File: config.mk
export PLATFORM = sky130hd
export DESIGN_NAME = mem_trans_ctrl
export DESIGN_NICKNAME = d
export VERILOG_FILES = /design/src/rtl/mem_trans_ctrl_pkg.sv /design/src/rtl/mem_trans_ctrl_pend_addr_fifo.sv /design/src/rtl/mem_trans_ctrl.sv
export SDC_FILE = /design/constraint.sdc
export NUM_CORES = 1
export LEC_CHECK = 0
export ABC_AREA = 1
export ABC_CLOCK_PERIOD_IN_PS = 6000
export BUFFER_PORTS_ARGS = -buffer_cell sky130_fd_sc_hd__buf_2
export CORE_ASPECT_RATIO = 0.9
export CORE_MARGIN = 2
export CORE_UTILIZATION = 35
export CTS_BUF_LIST = sky130_fd_sc_hd__clkbuf_4
export DETAILED_ROUTE_END_ITERATION = 8
export GPL_TIMING_DRIVEN = 1
export PLACE_DENSITY = 0.52
export SYNTH_ARGS = -nofsm -noshare
export SYNTH_HDL_FRONTEND = slang
export SYNTH_SLANG_ARGS = --single-unit
File: constraint.sdc
create_clock -name clk_i -period 6 [get_ports clk_i]
set_input_delay 0.3 -clock clk_i [delete_from_list [all_inputs] [get_ports clk_i]]
set_output_delay 0.3 -clock clk_i [all_outputs]
set_load 0.005 [all_outputs]
File: src/rtl/mem_trans_ctrl_pkg.sv
// Shared definitions for the memory checker: test modes, FSM states and the
// CSR field positions that the control block decodes.
package mem_trans_ctrl_pkg;

  localparam int ADDR_W      = 16;
  localparam int DATA_W      = 32;
  localparam int RD_PEND_MAX = 8;

  typedef enum logic [1:0] {
    WR_ONLY = 2'd0,
    RD_ONLY = 2'd1,
    WR_RD   = 2'd2
  } test_mode_t;

  typedef enum logic [2:0] {
    ST_IDLE  = 3'd0,
    ST_START = 3'd1,
    ST_WR    = 3'd2,
    ST_RD    = 3'd3,
    ST_DRAIN = 3'd4,
    ST_DONE  = 3'd5
  } state_t;

  // CSR register indices and bit positions
  localparam int CSR_TEST_PARAM       = 0;
  localparam int CSR_TEST_MODE_LSB    = 0;
  localparam int CSR_TEST_MODE_MSB    = 1;
  localparam int CSR_TRANS_AMOUNT     = 1;
  localparam int CSR_STATUS_DONE_BIT  = 0;
  localparam int CSR_STATUS_ERR_BIT   = 1;

  // Reserved encoding 3 behaves as a plain write test.
  function automatic test_mode_t decode_mode(input logic [1:0] raw);
    case (raw)
      2'd1:    return RD_ONLY;
      2'd2:    return WR_RD;
      default: return WR_ONLY;
    endcase
  endfunction

endpackage

File: src/rtl/mem_trans_ctrl_pend_addr_fifo.sv
// Show-ahead FIFO holding the addresses of reads still waiting for data;
// head_o is the address the next returning word belongs to.
module mem_trans_ctrl_pend_addr_fifo #(
  parameter int W     = 16,
  parameter int DEPTH = 8
) (
  input  logic                       clk_i,
  input  logic                       rst_i,
  input  logic                       push_i,
  input  logic [W-1:0]               push_data_i,
  input  logic                       pop_i,
  output logic [W-1:0]               head_o,
  output logic                       full_o,
  output logic                       empty_o,
  output logic [$clog2(DEPTH):0]     count_o
);

  localparam int PW = $clog2(DEPTH);
  localparam int CW = PW + 1;

  logic [W-1:0]  mem_q [DEPTH];
  logic [PW-1:0] wr_ptr_q, rd_ptr_q;
  logic [CW-1:0] count_q;
  logic          do_push, do_pop;

  assign full_o  = (count_q == CW'(DEPTH));
  assign empty_o = (count_q == '0);
  assign count_o = count_q;
  assign head_o  = mem_q[rd_ptr_q];
  assign do_push = push_i && !full_o;
  assign do_pop  = pop_i && !empty_o;

  always_ff @(posedge clk_i or posedge rst_i) begin
    if (rst_i) begin
      wr_ptr_q <= '0;
      rd_ptr_q <= '0;
      count_q  <= '0;
    end else begin
      if (do_push) wr_ptr_q <= wr_ptr_q + PW'(1);
      if (do_pop)  rd_ptr_q <= rd_ptr_q + PW'(1);
      case ({do_push, do_pop})
        2'b10:   count_q <= count_q + CW'(1);
        2'b01:   count_q <= count_q - CW'(1);
        default: count_q <= count_q;
      endcase
    end
  end

  always_ff @(posedge clk_i) begin
    if (do_push) mem_q[wr_ptr_q] <= push_data_i;
  end

endmodule

File: src/rtl/mem_trans_ctrl.sv
// Transaction engine: walks the generator's addresses issuing Avalon-MM
// writes/reads, checks returned data against the pattern, reports status.
module mem_trans_ctrl #(
  parameter int ADDR_W      = mem_trans_ctrl_pkg::ADDR_W,
  parameter int DATA_W      = mem_trans_ctrl_pkg::DATA_W,
  parameter int RD_PEND_MAX = mem_trans_ctrl_pkg::RD_PEND_MAX
) (
  input  logic              clk_i,
  input  logic              rst_i,
  input  logic              test_start_i,
  input  logic [1:0]        test_mode_i,
  input  logic [31:0]       trans_amount_i,
  input  logic [DATA_W-1:0] data_pattern_i,
  input  logic [ADDR_W-1:0] next_addr_i,
  output logic              next_addr_en_o,
  output logic [ADDR_W-1:0] amm_address_o,
  output logic              amm_write_o,
  output logic [DATA_W-1:0] amm_writedata_o,
  output logic              amm_read_o,
  input  logic              amm_waitrequest_i,
  input  logic              amm_readdatavalid_i,
  input  logic [DATA_W-1:0] amm_readdata_i,
  output logic              busy_o,
  output logic              done_o,
  output logic              err_o,
  output logic [ADDR_W-1:0] err_addr_o,
  output logic [DATA_W-1:0] err_data_o,
  output logic [2:0]        dbg_state_o
);
  import mem_trans_ctrl_pkg::*;

  localparam int CW = $clog2(RD_PEND_MAX) + 1;

  state_t            state_q, state_d;
  test_mode_t        mode_q;
  logic [31:0]       amount_q, addr_cnt_q;
  logic [DATA_W-1:0] pattern_q;
  logic              err_q;
  logic [ADDR_W-1:0] err_addr_q;
  logic [DATA_W-1:0] err_data_q;

  logic              start_ok, wr_acc, rd_acc, last_addr;
  logic              pend_full, pend_empty, pend_pop;
  logic [CW-1:0]     pend_count;
  logic [ADDR_W-1:0] pend_head;

  // Avalon handshake: a command is taken in any cycle where it is asserted
  // with waitrequest low; while waitrequest is high, command and address hold.
  assign wr_acc    = amm_write_o && !amm_waitrequest_i;
  assign rd_acc    = amm_read_o && !amm_waitrequest_i;
  assign start_ok  = (state_q == ST_IDLE) && test_start_i;
  assign last_addr = (addr_cnt_q + 32'd1 == amount_q);
  assign pend_pop  = amm_readdatavalid_i && !pend_empty;

  mem_trans_ctrl_pend_addr_fifo #(
    .W     (ADDR_W),
    .DEPTH (RD_PEND_MAX)
  ) u_pend_addr_fifo (
    .clk_i       (clk_i),
    .rst_i       (rst_i),
    .push_i      (rd_acc),
    .push_data_i (amm_address_o),
    .pop_i       (pend_pop),
    .head_o      (pend_head),
    .full_o      (pend_full),
    .empty_o     (pend_empty),
    .count_o     (pend_count)
  );

  always_ff @(posedge clk_i or posedge rst_i) begin
    if (rst_i) state_q <= ST_IDLE;
    else       state_q <= state_d;
  end

  always_ff @(posedge clk_i or posedge rst_i) begin
    if (rst_i) begin
      mode_q     <= WR_ONLY;
      amount_q   <= '0;
      pattern_q  <= '0;
      addr_cnt_q <= '0;
      err_q      <= 1'b0;
      err_addr_q <= '0;
      err_data_q <= '0;
    end else if (start_ok) begin
      mode_q     <= decode_mode(test_mode_i);
      amount_q   <= trans_amount_i;
      pattern_q  <= data_pattern_i;
      addr_cnt_q <= '0;
      err_q      <= 1'b0;
      err_addr_q <= '0;
      err_data_q <= '0;
    end else begin
      if (next_addr_en_o) addr_cnt_q <= addr_cnt_q + 32'd1;
      // Only the first mismatch of a test is captured.
      if (pend_pop && !err_q && (amm_readdata_i != pattern_q)) begin
        err_q      <= 1'b1;
        err_addr_q <= pend_head;
        err_data_q <= amm_readdata_i;
      end
    end
  end

  always_comb begin
    state_d = state_q;
    case (state_q)
      ST_IDLE:  if (test_start_i) state_d = ST_START;
      ST_START: begin
        if (amount_q == '0)          state_d = ST_DONE;
        else if (mode_q == RD_ONLY)  state_d = ST_RD;
        else                         state_d = ST_WR;
      end
      ST_WR: begin
        if (wr_acc) begin
          if (mode_q == WR_RD)  state_d = ST_RD;
          else if (last_addr)   state_d = ST_DRAIN;
          else                  state_d = ST_WR;
        end
      end
      ST_RD: begin
        if (rd_acc) begin
          if (last_addr)              state_d = ST_DRAIN;
          else if (mode_q == RD_ONLY) state_d = ST_RD;
          else                        state_d = ST_WR;
        end
      end
      ST_DRAIN: if (pend_count == '0) state_d = ST_DONE;
      ST_DONE:  state_d = ST_IDLE;
      default:  state_d = ST_IDLE;
    endcase
  end

  always_comb begin
    busy_o         = (state_q != ST_IDLE);
    done_o         = (state_q == ST_DONE);
    amm_write_o    = (state_q == ST_WR);
    amm_read_o     = (state_q == ST_RD) && !pend_full;
    amm_address_o  = busy_o ? next_addr_i : '0;
    // Advance only on the final command of an address; in WR_RD that is the read.
    next_addr_en_o = 1'b0;
    if (!amm_waitrequest_i) begin
      if (mode_q == WR_ONLY) next_addr_en_o = amm_write_o;
      else                   next_addr_en_o = amm_read_o;
    end
  end

  assign amm_writedata_o = pattern_q;
  assign err_o           = err_q;
  assign err_addr_o      = err_addr_q;
  assign err_data_o      = err_data_q;
  assign dbg_state_o     = state_q;

endmodule
==> flow_summary_export.csv, run 1 <==
group,metric,value,unit
detailed_routing,ant_nets,0,
floorplanning,dieHeight,192,um
worst_setup_path,cp.required,6.59,ns
synthesis,synth-simple-area-share,0.258,
final_layout,final_cells,2526,
power,vdd.ir_drop.worst,0.203,mV
detailed_routing,drtPass1Iterations,5,
detailed_routing,via_per_inst,4.83,
flow_run,cap_violations,0,
synthesis,syn_avg_cell_area,8.83,um2
sta,hold_viol_final,0,
sta,relSlewSlack,0.241,
global_route,grt_pass1_wl,66300,um
place,place_hpwl,27700,um
global_route,grt_max_degree,99,
cts,cts_root_buffer,"clkbuf_4",
detailed_routing,drt-total-wl,42700,um
synthesis,syn_area,0.0137,mm2
synthesis,synth_cell_types,41,
place,portBuffers,223,
detailed_routing,via_count,12200,
sta,finalSetupViolCount,0,
floorplanning,coreArea,0.0385,mm2
worst_setup_path,r2r-start,"dbg_state_o[2]",
cts,cts.sinks,288,
floorplanning,pin_count,224,
cts,cts_buffers,82,
synthesis,synthCells,1552,
synthesis,syn-num-nets,1678,
synthesis,synthMuxAreaShare,0,
worst_setup_path,critPathKind,"reg -> reg",
worst_setup_path,critPathArrivalTime,4.35,ns
power,power,7.68,mW
synthesis,ys_warn_count,0,
floorplanning,fp.dieW,213,um
worst_setup_path,crit_chain,"nor3_1, inv_1, a21oi_1, nand2_1, inv_2, nor2_1, inv_1, o21ai_0",
worst_setup_path,crit_family,"buffers and inverters",
cts,htree_levels,3,
synthesis,synth_compound_area_frac,0.0888,
worst_setup_path,cp_max_fo,30,
detailed_routing,wl_per_cell,16.9,um
floorplanning,start_util,0.356,
sta,whs,0.231,ns
global_route,antenna_found_initial,2,
sta,finalSetupTns,0,ns
place,place_inst,2261,
synthesis,seq_area_frac_synth,0.573,
cts,cts_repair_resize_count,0,
sta,fin_skew,0.0658,ns
worst_setup_path,crit_path_frequent_cell,"inv_1",
detailed_routing,drt-initial-drc-count,733,
final_layout,layout.nets,2065,
sta,slew_viol_final,0,
synthesis,yosys_register_bits,288,
floorplanning,die_area,0.0408,mm2
worst_setup_path,startpoint,"dbg_state_o[2]",
power,power.density,434,mW/mm2
worst_setup_path,crit_buf_inv,3,
sta,worstMarginPinSlew,1.13,ns
sta,fmax,266,MHz
worst_setup_path,startpoint_type,"register",
run_status,status,"completed",
final_layout,syn2layout_area_growth,29.0,%
detailed_routing,drcViolationCount,0,
floorplanning,num_rows,68,
worst_setup_path,critPathMaxStageDelay,0.82,ns
final_layout,drive_gt1_frac,0.211,
place,gp_congestion,0.862,
global_route,grt_pass1_vias,12100,
sta,fin_crit_sh,0.627,
cts,clock_latency,0.80,ns
sta,fin_crit,3.76,ns
worst_hold_path,min_path_type,"in -> async",
sta,rsz0062_at_grt,"false",
global_route,grt_use_total,0.213,
synthesis,synth_top_family_by_area,"simple AND/OR/NAND/NOR gates",
worst_setup_path,cpMaxStageDelayCell,"inv_1",
cts,cts_tree,"yes",
power,p_leak,7.97,nW
synthesis,synth-xor-area-share,0.0211,
final_layout,fillerInstances,3789,
cts,clk_pin_slew_worst_paths,0.06,ns
synthesis,yosys.area_share.adder,0.00694,
cts,clockBufferDepth,3,
worst_setup_path,crit_path_end_kind,"register",
global_route,gr-total-overflow,0,
routing by layer:
metal,up-vias,global-route usage,share of wire,wire length [um]
li1,5996,-,-,-
met1,5693,0.279,0.45,19000
met2,403,0.332,0.45,19300
met3,112,0.0510,0.061,2630
met4,0,0.103,0.041,1730
met5,-,0,0,0
cells in the final DEF (no fill, tap or decap), types with 11 or more instances in the layout:
cell / instances
nand3_1: 119
inv_1: 128
clkinv_1: 17
nor2_4: 11
nand2_2: 11
buf_2: 223
nor2_1: 159
o22ai_1: 14
o221ai_1: 34
xnor2_1: 27
nand4_1: 15
dfrtp_1: 159
edfxtp_1: 128
o21ai_0: 146
dlygate4sd3_1: 119
nand2_1: 469
clkbuf_4: 121
buf_4: 16
cells by family after synthesis:
family | count (synthesis)
AND/OR/NAND/NOR | 826
flip-flops | 288
AO/OA/AOI/OAI | 209
buffers and inverters | 189
XOR/XNOR | 33
adder cells (fa/ha/maj) | 7
path summary, 6_finish.rpt:
kind	end	slack, ns	depth (start not counted)
setup / recovery	addr_cnt_q[21]	2.24	8
hold / removal	amount_q[4]	0.23	3
setup reg to reg	addr_cnt_q[21]	2.24	8
hold reg to reg	err_data_o[25]	0.47	2
max in group asynchronous	err_addr_o[12]	4.14	4
min in group clk_i	amount_q[18]	0.25	4
worst min-delay path, delay by kind of cell:
family | cells | cell delay [ns]
buf+inv | 3 | 1.22
cells in the mapped netlist:
library cell	count	share of area
o21ai_0	146	0.053
inv_1	131	0.036
nand4_1	15	0.0068
buf_1	1	0.00027
xor2_1	6	0.0038
nand3b_2	1	0.00082
buf_2	10	0.0037
or2_2	5	0.0023
nor2_4	11	0.0090
a31oi_1	1	0.00046
xnor2_1	27	0.017
o31ai_1	1	0.00055
o221ai_1	34	0.022
ha_1	6	0.0055
nand2_2	10	0.0046
o21bai_1	1	0.00055
nor3_1	10	0.0037
clkbuf_1	44	0.012
clkinv_1	1	0.00027
o21ai_1	2	0.00073
dfrtp_1	160	0.29
edfxtp_1	128	0.28
nand3_2	2	0.0015
nand3_1	119	0.043
a21oi_2	1	0.00064
o211ai_1	1	0.00055
o21ai_2	1	0.00064
a21oi_1	4	0.0015
nor2_2	10	0.0046
fa_1	1	0.0015
nor2_1	159	0.044
a211oi_1	1	0.00055
nor4_1	9	0.0041
nand2_4	2	0.0016
nor2_8	1	0.0015
and3_1	1	0.00046
nor3_4	1	0.0012
inv_2	2	0.00055
o2111ai_1	2	0.0013
nand2_1	470	0.13
o22ai_1	14	0.0064
what timing repair did:
item                      CTS  global route
hold endpoints to repair  318             0
hold buffers              119             0
buffers inserted            0             0
cell type report:
class                      count  area, um2  area share
inverter                     134        508      0.0287
timing repair buffer         358       2430       0.137
clock buffer                 121        908      0.0514
multi-input combinational   1075       5150       0.291
sequential                   288       7850       0.444
antenna                        2       5.00    0.000283
clock inverter                23        176     0.00998
tap                          525        657      0.0371
registers in the layout, indices dropped and copies added (netlist names):
name                       count
addr_cnt_q                    32
amm_writedata_o               32
amount_q                      32
dbg_state_o                    3
err_addr_o                    16
err_data_o                    32
err_o                          1
mode_q                         2
u_pend_addr_fifo.count_o       4
u_pend_addr_fifo.mem_q       128
u_pend_addr_fifo.rd_ptr_q      3
u_pend_addr_fifo.wr_ptr_q      3
power by group:
part	switching (mW)	internal, mW
clock	0.870	1.05
sequential	0.373	2.61
combinational	1.80	0.978
metrics by stage:
stage           util  cell area (um2)  setup slack [ns]
3_5_place_dp   0.401            15400              2.36
4_1_cts        0.460            17700              2.33
5_1_grt        0.460            17700              1.96
6_report       0.460            17700              2.24
2_1_floorplan      -            13700              1.38
3_3_place_gp   0.401            15400              2.51
No activity file was read; power rests on OpenSTA's default activity.
==> inputs of run 2 (changes only) <==
- ABC_CLOCK_PERIOD_IN_PS: 6000 -> 3100
- PLACE_DENSITY: 0.52 -> 0.54
- clock period: 6 -> 3.1 ns (I/O delays scaled with it)
==> run 2 against run 1 <==
Sequential share of layout area down 0.45 points. Global-route usage up 0.31 points. Clock skew down 0.032 ns. Combinational power up 100%. Die area unchanged. Setup slack worse by 2.0 ns. Critical path type is now reg -> out.
==> flow_summary_export.csv, run 2 (synthesis results as in run 1) <==
group,metric,value,unit
sta,worstMarginPinSlew,0.769,ns
worst_setup_path,crit_path_frequent_cell,"inv_1",
floorplanning,num_rows,68,
detailed_routing,via_count,12400,
cts,clk_pin_slew_worst_paths,0.06,ns
detailed_routing,drtPass1Iterations,6,
floorplanning,dieHeight,192,um
power,p_leak,8.06,nW
sta,whs,0.111,ns
floorplanning,pin_count,224,
place,place_hpwl,29100,um
cts,clockBufferDepth,3,
detailed_routing,drt-initial-drc-count,689,
floorplanning,coreArea,0.0385,mm2
final_layout,largest_reg_flops,128,
detailed_routing,ant_nets,0,
sta,hold_viol_final,0,
final_layout,syn2layout_area_growth,30.4,%
global_route,antenna_found_initial,1,
worst_setup_path,cp_max_fo,17,
sta,finalSetupViolCount,0,
cts,clock_latency,0.79,ns
detailed_routing,drt-total-wl,43600,um
global_route,grt_pass1_wl,67400,um
final_layout,fillerInstances,3805,
power,vdd.ir_drop.worst,0.401,mV
worst_setup_path,critPathKind,"reg -> out",
cts,cts_tree,"yes",
sta,fin_crit_sh,0.911,
cts,cts_buffers,81,
worst_setup_path,crit_chain,"inv_1, nor3_4, inv_1, a31oi_1, inv_1, o21ai_0, nand2_1, buf_4, inv_2, buf_8, buf_2",
final_layout,top_register,"u_pend_addr_fifo.mem_q",
power,power.density,836,mW/mm2
final_layout,layout.nets,2082,
global_route,gr-total-overflow,0,
sta,slew_viol_final,0,
worst_setup_path,critPathMaxStageDelay,0.38,ns
global_route,grt_max_degree,74,
final_layout,final_common_cell,"nand2_1",
worst_setup_path,crit_family,"buffers and inverters",
worst_setup_path,crit_buf_inv,7,
worst_setup_path,cp.required,2.94,ns
cts,htree_levels,3,
global_route,grt_use_total,0.216,
detailed_routing,via_per_inst,4.85,
detailed_routing,drcViolationCount,0,
sta,finalSetupTns,0,ns
final_layout,drive_gt1_frac,0.218,
place,gp_congestion,0.915,
detailed_routing,wl_per_cell,17.1,um
place,portBuffers,223,
floorplanning,fp.dieW,213,um
worst_hold_path,min_path_type,"in -> reg",
sta,relSlewSlack,0.487,
cts,cts_root_buffer,"clkbuf_4",
sta,fmax,354,MHz
flow_run,cap_violations,0,
cts,cts.sinks,288,
final_layout,final_cells,2550,
sta,fin_crit,2.83,ns
sta,rsz0062_at_grt,"false",
sta,fin_skew,0.0339,ns
place,place_inst,2278,
run_status,status,"completed",
floorplanning,start_util,0.356,
floorplanning,die_area,0.0408,mm2
global_route,grt_pass1_vias,12400,
worst_setup_path,cpMaxStageDelayCell,"dfrtp_1",
worst_setup_path,crit_path_end_kind,"output port",
worst_setup_path,startpoint_type,"register",
worst_setup_path,critPathArrivalTime,2.67,ns
final_layout,final_cell_mix,"nand2_1 (469), buf_2 (223), nor2_1 (159)",
[run 2: cell types whose count changed in the layout (fill, tap and decap cells not counted), sizes merged, moves of 2 or more]
cell / change
buf: +17
bufinv: -2
clkbuf: +2
clkinvlp: +4
diode: +2
[run 2: worst paths after layout]
check | slack, ns | end | start | cells after the start
min in group asynchronous | 0.53 | err_data_o[2] | rst_i | 4
setup reg to reg | 0.41 | u_pend_addr_fifo.count_o[3] | dbg_state_o[0] | 16
setup / recovery | 0.27 | next_addr_en_o | dbg_state_o[0] | 11
hold / removal | 0.11 | amm_writedata_o[20] | data_pattern_i[20] | 4
hold reg to reg | 0.47 | err_data_o[16] | err_data_o[16] | 2
max in group asynchronous | 1.87 | err_addr_o[7] | rst_i | 5
[run 2: timing repair]
action,in CTS,in global routing
hold endpoints to repair,400,0
setup endpoints to repair,0,1
setup buffers,0,0
hold buffers,120,0
resized for setup,0,3
[run 2: per-layer routing]
layer  share of wire  global-route usage  vias up
li1                -                   -     6022
met1            0.44               0.280     5884
met2            0.48               0.358      359
met3           0.053              0.0453      108
met4           0.028              0.0799        0
met5               0                   0        -
[run 2: per-stage QoR]
step / setup WS [ns] / power, mW / util / cell area, um2
final: 0.275 / 14.9 / 0.465 / 17900
after global routing: 0.0172 / 16.2 / 0.464 / 17900
after CTS: 0.106 / 15.1 / 0.464 / 17800
after detailed placement: 0.391 / 11.4 / 0.405 / 15600
after global placement: 0.448 / 11.3 / 0.405 / 15600
after floorplan: 0.176 / 8.99 / - / 13700
[run 2: layout make-up]
class                   instances  area [um2]  share of cell area
clock buffers                 123         923              0.0517
well taps                     525         657              0.0368
clock inverters                25         138             0.00770
flip-flops and latches        288        7850               0.439
repair buffers                376        2640               0.147
multi-input cells            1075        5150               0.288
diodes                          4        10.0            0.000560
inverters                     134         508              0.0284
[run 2: report_power, final]
| part | switching [mW] | total, mW | leakage, nW | internal (mW) |
|---|---|---|---|---|
| Clock | 1.66 | 3.56 | 0.624 | 1.90 |
| Combinational | 3.64 | 5.66 | 4.24 | 2.01 |
| Sequential | 0.680 | 5.73 | 3.20 | 5.05 |
| Total | 5.98 | 14.9 | 8.06 | 8.96 |
[run 2: worst reg2reg max path, stage by stage (launching register included)]
cell and delay, ns:
dfrtp_1 0.38, inv_1 0.10, nor3_4 0.23, inv_1 0.10
a31oi_1 0.18, inv_1 0.09, nor2_2 0.16, inv_1 0.11
ha_1 0.23, ha_1 0.33, nand2_1 0.08, nor2_1 0.04
a211oi_1 0.22, nor2_1 0.07, nor2_1 0.08, nand2_1 0.06
xor2_1 0.13
